==> src/rtl/parity_frame_serializer.sv <==
`default_nettype none
// ============================================================================
// Module  : parity_frame_serializer
// Brief   : Shifts accepted parallel words out LSB-first on x, each followed
//           by one generated parity bit; frames may run back-to-back.
// Revision: 1.0 - initial release
// ============================================================================
module parity_frame_serializer #(
    parameter int DATA_W     = 8,
    parameter bit PARITY_ODD = 1'b0,
    parameter bit IDLE_LEVEL = 1'b0
) (
    input  logic              clk,
    input  logic              rst_n,
    input  logic [DATA_W-1:0] din,
    input  logic              din_valid,
    output logic              din_ready,
    output logic              x,
    output logic              frame_start,
    output logic              frame_end,
    output logic              busy
);

    localparam int                 c_CNT_W    = $clog2(DATA_W + 1);
    localparam logic [c_CNT_W-1:0] c_CNT_LAST = c_CNT_W'(DATA_W);
    localparam logic [c_CNT_W-1:0] c_CNT_ONE  = c_CNT_W'(1);

    typedef enum logic [1:0] {
        ST_IDLE = 2'd0,
        ST_DATA = 2'd1,
        ST_PAR  = 2'd2
    } state_t;

    state_t              r_state;
    state_t              w_state_nxt;
    logic [DATA_W-1:0]   r_shift;
    logic [DATA_W-1:0]   w_shift_nxt;
    logic [c_CNT_W-1:0]  r_cnt;
    logic [c_CNT_W-1:0]  w_cnt_nxt;
    logic                r_par;
    logic                w_par_nxt;
    logic                r_x;
    logic                w_x_nxt;
    logic                r_frame_start;
    logic                w_frame_start_nxt;
    logic                r_frame_end;
    logic                w_frame_end_nxt;
    logic                r_busy;
    logic                w_busy_nxt;
    logic                w_accept;

    // Ready is held low during reset so no word can be captured then.
    assign din_ready = rst_n && (r_state != ST_DATA);
    assign w_accept  = din_valid && din_ready;

    assign x           = r_x;
    assign frame_start = r_frame_start;
    assign frame_end   = r_frame_end;
    assign busy        = r_busy;

    always_ff @(posedge clk or negedge rst_n) begin
        if (!rst_n) begin
            r_state       <= ST_IDLE;
            r_shift       <= '0;
            r_cnt         <= '0;
            r_par         <= 1'b0;
            r_x           <= IDLE_LEVEL;
            r_frame_start <= 1'b0;
            r_frame_end   <= 1'b0;
            r_busy        <= 1'b0;
        end else begin
            r_state       <= w_state_nxt;
            r_shift       <= w_shift_nxt;
            r_cnt         <= w_cnt_nxt;
            r_par         <= w_par_nxt;
            r_x           <= w_x_nxt;
            r_frame_start <= w_frame_start_nxt;
            r_frame_end   <= w_frame_end_nxt;
            r_busy        <= w_busy_nxt;
        end
    end

    always_comb begin
        w_state_nxt       = r_state;
        w_shift_nxt       = r_shift;
        w_cnt_nxt         = r_cnt;
        w_par_nxt         = r_par;
        w_x_nxt           = r_x;
        w_frame_start_nxt = r_frame_start;
        w_frame_end_nxt   = r_frame_end;
        w_busy_nxt        = r_busy;

        case (r_state)
            ST_DATA: begin
                w_frame_start_nxt = 1'b0;
                if (r_cnt < c_CNT_LAST) begin
                    w_x_nxt     = r_shift[0];
                    w_shift_nxt = r_shift >> 1;
                    w_par_nxt   = r_par ^ r_shift[0];
                    w_cnt_nxt   = r_cnt + c_CNT_ONE;
                end else begin
                    w_x_nxt         = r_par ^ PARITY_ODD;
                    w_frame_end_nxt = 1'b1;
                    w_state_nxt     = ST_PAR;
                end
            end

            ST_IDLE, ST_PAR: begin
                if (w_accept) begin
                    // Bit 0 goes straight out; the rest waits in the shifter.
                    w_x_nxt           = din[0];
                    w_shift_nxt       = din >> 1;
                    w_par_nxt         = din[0];
                    w_cnt_nxt         = c_CNT_ONE;
                    w_frame_start_nxt = 1'b1;
                    w_frame_end_nxt   = 1'b0;
                    w_busy_nxt        = 1'b1;
                    w_state_nxt       = ST_DATA;
                end else begin
                    w_x_nxt           = IDLE_LEVEL;
                    w_frame_start_nxt = 1'b0;
                    w_frame_end_nxt   = 1'b0;
                    w_busy_nxt        = 1'b0;
                    w_state_nxt       = ST_IDLE;
                end
            end

            default: begin
                w_x_nxt           = IDLE_LEVEL;
                w_frame_start_nxt = 1'b0;
                w_frame_end_nxt   = 1'b0;
                w_busy_nxt        = 1'b0;
                w_state_nxt       = ST_IDLE;
            end
        endcase
    end

endmodule
`default_nettype wire
==> config.mk <==
export PLATFORM = sky130hd
export DESIGN_NAME = parity_frame_serializer
export DESIGN_NICKNAME = d
export VERILOG_FILES = /design/src/rtl/parity_frame_serializer.sv
export SDC_FILE = /design/constraint.sdc
export NUM_CORES = 1
export LEC_CHECK = 0
export CORE_MARGIN = 2
export CORE_UTILIZATION = 52
export CTS_BUF_LIST = sky130_fd_sc_hd__clkbuf_4 sky130_fd_sc_hd__clkbuf_8
export DETAILED_ROUTE_END_ITERATION = 6
export PLACE_DENSITY = 0.81
export SLEW_MARGIN = 20
export SYNTH_ARGS = -nofsm -noshare
export SYNTH_HDL_FRONTEND = slang
export SYNTH_SLANG_ARGS = --single-unit
==> constraint.sdc <==
create_clock -name clk -period 1.3 [get_ports clk]
set_input_delay 0.195 -clock clk [delete_from_list [all_inputs] [get_ports clk]]
set_output_delay 0.195 -clock clk [all_outputs]
set_load 0.005 [all_outputs]
# == Yosys cells after proc, flatten, opt, wreduce, memory -nomap -nowiden ==
# Index checks and enable logic that the tools add are counted.
# word_totals
ff_bits,19
latchBits,0
ramBits,0
rom_bits,0
inputBits,11
wordCells,43
mem_count,0
# classes
add_sub_neg,1
n_mul,0
n_div,0
n_lt_le_gt_ge,1
eq_ne,6
shifts,0
mux,20
bitwise,1
reduce_logical,6
# ops
operator,n
$mux W8,2
$pmux W8 S2,1
$mux W1,9
$mux W4,2
$pmux W4 S2,1
$ne A2 B2 Y1 const B,3
$pmux W1 S2,3
$add A4 B1 Y4 const B,1
$lt A4 B4 Y1 const B,1
$pmux W2 S2,1
$reduce_and A3 Y1,1
$eq A2 B1 Y1 const B,1
$eq A2 B2 Y1 const B,1
$logic_and A1 B1 Y1,2
$logic_not A2 Y1,1
$mux W2,1
$ne A2 B1 Y1 const B,1
$reduce_bool A2 Y1,1
$reduce_or A2 Y1,1
$xor A1 B1 Y1,1

# == Logic depth before layout (Yosys ltp) ==
# Gate-level depths: netlist of run 1.
# logic_depth
depth_word,5
depth_mapped,6

# == Worst setup path before layout of run 1 ==
# Ideal clock, no wire load.
# synth_path
path_kind,register to register
start,reg r_state[0]
end,reg r_cnt[2]
setup_time_ns,0.121
arrival_time_ns,1.010
t_required_ns,1.179
path_slack_ns,0.169
stages_incl_launch_ff,6
path_buffers,1
path_cell_list,dfrtp_1 > buf_6 > nand3b_4 > inv_2 > nor2_4 > a22o_1
# synth_via
elab_chain_len,5
elab_cells_between_ends,12
classes_between,5 x eq/ne; 1 x mux; 6 x reduce/logical
# synth_rtl
item,line,text
from (decl),34,state_t r_state;
from (signal assigned),72,r_state <= w_state_nxt;
$ne A2 B1 Y1,53,assign din_ready = rst_n && (r_state != ST_DATA);
$logic_and A1 B1 Y1,53,
$logic_and A1 B1 Y1,54,assign w_accept = din_valid && din_ready;
$ne A2 B2 Y1 (no source line),-,
$reduce_and A3 Y1 (no source line),-,
to (signal assigned),74,r_cnt <= w_cnt_nxt;
to (decl),38,logic [c_CNT_W-1:0] r_cnt;
# Parallel ways exist; a longest one is shown, timed or not.
# A chain may end at the register's enable or synchronous reset.

# == Final worst setup path of run 1 ==
# layout_path
start,reg r_state[0]
end,reg r_shift[0]
# layout_via
elab_chain_len,5
elab_cells_between_ends,12
classes_between,5 x eq/ne; 1 x mux; 6 x reduce/logical
# layout_rtl
item,line,text
$ne A2 B1 Y1,53,
$logic_and A1 B1 Y1,53,
$logic_and A1 B1 Y1,54,
$ne A2 B2 Y1 (no source line),-,
$reduce_and A3 Y1 (no source line),-,
to (signal assigned),73,r_shift <= w_shift_nxt;
to (decl),36,logic [DATA_W-1:0] r_shift;
# Parallel ways exist; a longest one is shown, timed or not.

==> results_dict.tcl, run 1 <==
set metrics [dict create \
    vias 710 \
    clock_tree.buffer_depth 2 \
    grt_util_all_layers_pct 21.4 \
    pwr_density_cell_mw_per_mm2 2410 \
    drt_pass1_iterations 4 \
    clock-sinks 18 \
    via_per_inst 6.02 \
    synth_edf_count 0 \
    syn_area_um2 820 \
    end_kind "flop" \
    drc 0 \
    yosysWarnings 0 \
    startpoint_type "flop" \
    max_stage_delay_ps 410 \
    initial_core_util_pct 55.0 \
    gp_congestion 0.791 \
    yosysTopAreaCell "dfrtp_1" \
    syn_to_final_growth_pct 49.9 \
    drive_above_1_share_pct 39.2 \
    rows 14 \
    max_freq_ghz 0.746 \
    ys_seq_elements 18 \
    fin_skew_ps 11.3 \
    netlist_instances 69 \
    fin_nets 115 \
    cts_tree "done" \
    ys_types 25 \
    syn_area_per_cell_um2 11.9 \
    cp_slowest_cell "dfrtp_1" \
    holdWs_ps 248 \
    die_w_um 43.7 \
    synthTopCellsByArea "dfrtp_1 55%, mux2i_1 8.5%, a21oi_1 4.3%" \
    rsz0062_at_grt "yes" \
    fin_crit_ps 1340 \
    grt_pass1_vias 678 \
    root_buffer "clkbuf_4" \
    required_ps 1520 \
    status "finished with violations" \
    finalHoldViolations 0 \
    setup_slack_ps -40.4 \
    grt_max_degree 12 \
    critPathArrivalTime_ps 1560 \
    pin_count 16 \
    synthFlopType "dfrtp_1" \
    drtIter0Drc 13 \
    cp_cell_sequence "buf_6 -> nor3b_4 -> buf_6 -> nor3_2 -> a21oi_1" \
    critPathKind "reg -> reg" \
    nFillCells 80 \
    slew_headroom_pct 78.9 \
    cts-buffers-inserted 3 \
    clk_latency_ps 300 \
    die_y_um 43.7 \
    clk_pin_slew_ps 110 \
    ys_seq_area_share_pct 55.0 \
    final-setup-viol-count 5 \
    crit_top_cell "buf_6" \
    dieArea_mm2 0.00191 \
    syn-num-nets 81 \
    htree_num_levels 1 \
    ctsHoldBuffers 0 \
    tightest_slew_ps 317 \
    overflow 0 \
    ant_nets 0 \
    p_leak_nw 0.582 \
    wl_per_cell_um 18.4 \
    slew_violations 0 \
    hold_class "in -> async" \
    synth_top_cell_area_share_pct 55.0 \
    antenna_found_initial 0 \
    ys_async_sr_fraction_pct 100 \
    dp_hpwl_um 1300 \
    place_ws_ps -229 \
    portBuffers 15 \
    cp_max_fo 7 \
    wl_um 2180 \
    layout_worst_path_cycle_share_pct 103 \
    grt_pass1_wl_um 2990 \
    ir_drop_uv 1490 \
    antennaDiodeCount 0 \
    maxCapViolCount 0 \
    failed_checks "negative setup slack" \
    coreArea_mm2 0.00149 \
]
-- power by group --
group          switching [mW]  internal [mW]
Sequential              0.204          0.801
Combinational           0.757          0.848
Clock                   0.185          0.171
-- through the flow --
stage / TNS, ps / power, mW / instance area (um^2) / cells / util, %
2_1_floorplan: 0 / 1.72 / 820 / 69 / -
4_1_cts: -12.9 / 2.71 / 1160 / 118 / 77.6
3_5_place_dp: -1690 / 2.14 / 1050 / 109 / 70.5
3_3_place_gp: -1300 / 2.08 / 1050 / 109 / 70.5
5_1_grt: -873 / 3.13 / 1230 / 118 / 82.5
6_report: -95.2 / 2.97 / 1230 / 118 / 82.5
-- worst paths after layout --
kind,cells after the start,from,slack (ps),end
max,5,r_state[0]$_DFFE_PN0P_,-40,r_shift[0]$_DFFE_PN0P_
min,2,rst_n,250,r_shift[0]$_DFFE_PN0P_
max reg2reg,5,r_state[0]$_DFFE_PN0P_,-40,r_shift[0]$_DFFE_PN0P_
min reg2reg,1,r_shift[6]$_DFFE_PN0P_,500,r_shift[6]$_DFFE_PN0P_
max in group asynchronous,3,rst_n,750,r_state[0]$_DFFE_PN0P_
min in group clk,1,r_shift[6]$_DFFE_PN0P_,500,r_shift[6]$_DFFE_PN0P_
-- final cells by class --
cell class | count | area [um^2] | share of cell area [%]
flip-flops and latches | 18 | 450 | 36.7
clock buffers | 4 | 36.3 | 2.95
repair buffers | 32 | 308 | 25.1
inverters | 5 | 23.8 | 1.93
multi-input cells | 43 | 390 | 31.8
well taps | 16 | 20.0 | 1.63
-- cell usage in the layout, fill, tap and decap left out, drive strengths merged --
master	Yosys	final
clkbuf	0	4
nand2b	1	1
ha	1	1
and2	1	1
nand4	1	1
a21oi	7	7
dfrtp	18	18
buf	3	18
clkdlybuf4s50	0	10
nor2	4	4
nand2	1	1
dlygate4sd2	0	4
nor3	7	7
mux2i	7	7
nand3	1	1
xor2	1	1
nor3b	2	2
o2111ai	1	1
o21ai	3	3
inv	5	5
a21o	1	1
a22o	2	2
nand3b	2	2
-- Yosys cell counts, types with 2 or more instances --
cell type   n
a22o_1      2
o21ai_0     3
a21oi_1     7
inv_1       3
dfrtp_1    18
mux2i_1     7
nor2_1      3
buf_6       2
inv_2       2
nor3_1      7
-- repair_timing --
action | 4_1_cts | 5_1_grt
resized for setup | 19 | 16
gates cloned | 0 | 0
pin swaps | 1 | 4
setup endpoints to repair | 14 | 14
buffers inserted | 5 | 0
-- worst max-delay path: cells and delay by family, from the launching register on --
| family | cells | cell delay [ps] |
|---|---|---|
| AO/OA/AOI/OAI | 1 | 170 |
| buffers and inverters | 2 | 330 |
| flip-flops | 1 | 410 |
| AND/OR/NAND/NOR | 2 | 360 |
-- cell families (layout without fill, tap and decap cells) --
| logic type | after synthesis | after routing | synth area share, % |
|---|---|---|---|
| buf+inv | 8 | 41 | 5.95 |
| simple gates | 20 | 20 | 16.9 |
| fa+ha+maj | 1 | 1 | 1.53 |
| flops | 18 | 18 | 55.0 |
| mux | 7 | 7 | 8.55 |
| compound gates | 14 | 14 | 11.0 |
| xor+xnor | 1 | 1 | 1.07 |
-- per-layer routing --
layer | part of all wire (%) | vias to the layer above | global-route usage [%]
met5 | 0 | - | 0
met4 | 3.6 | 0 | 10.9
met3 | 4.5 | 12 | 2.92
met2 | 53 | 27 | 39.1
met1 | 39 | 360 | 24.0
li1 | - | 311 | -
-- state kept, by name, indices dropped and copies added (netlist names) --
name	count
r_shift	7
r_cnt	4
r_state	2
busy	1
frame_end	1
frame_start	1
r_par	1
x	1
No activity file was read; power rests on OpenSTA's default activity.
==> run 2: changes to the inputs <==
--- a/config.mk
+++ b/config.mk
@@ -5,6 +5,7 @@
 export SDC_FILE = /design/constraint.sdc
 export NUM_CORES = 1
 export LEC_CHECK = 0
+export CAP_MARGIN = 25
 export CORE_MARGIN = 2
 export CORE_UTILIZATION = 52
 export CTS_BUF_LIST = sky130_fd_sc_hd__clkbuf_4 sky130_fd_sc_hd__clkbuf_8
==> results of run 2 <==
No change in the layout: final DEF, timing and power equal those of run 1.
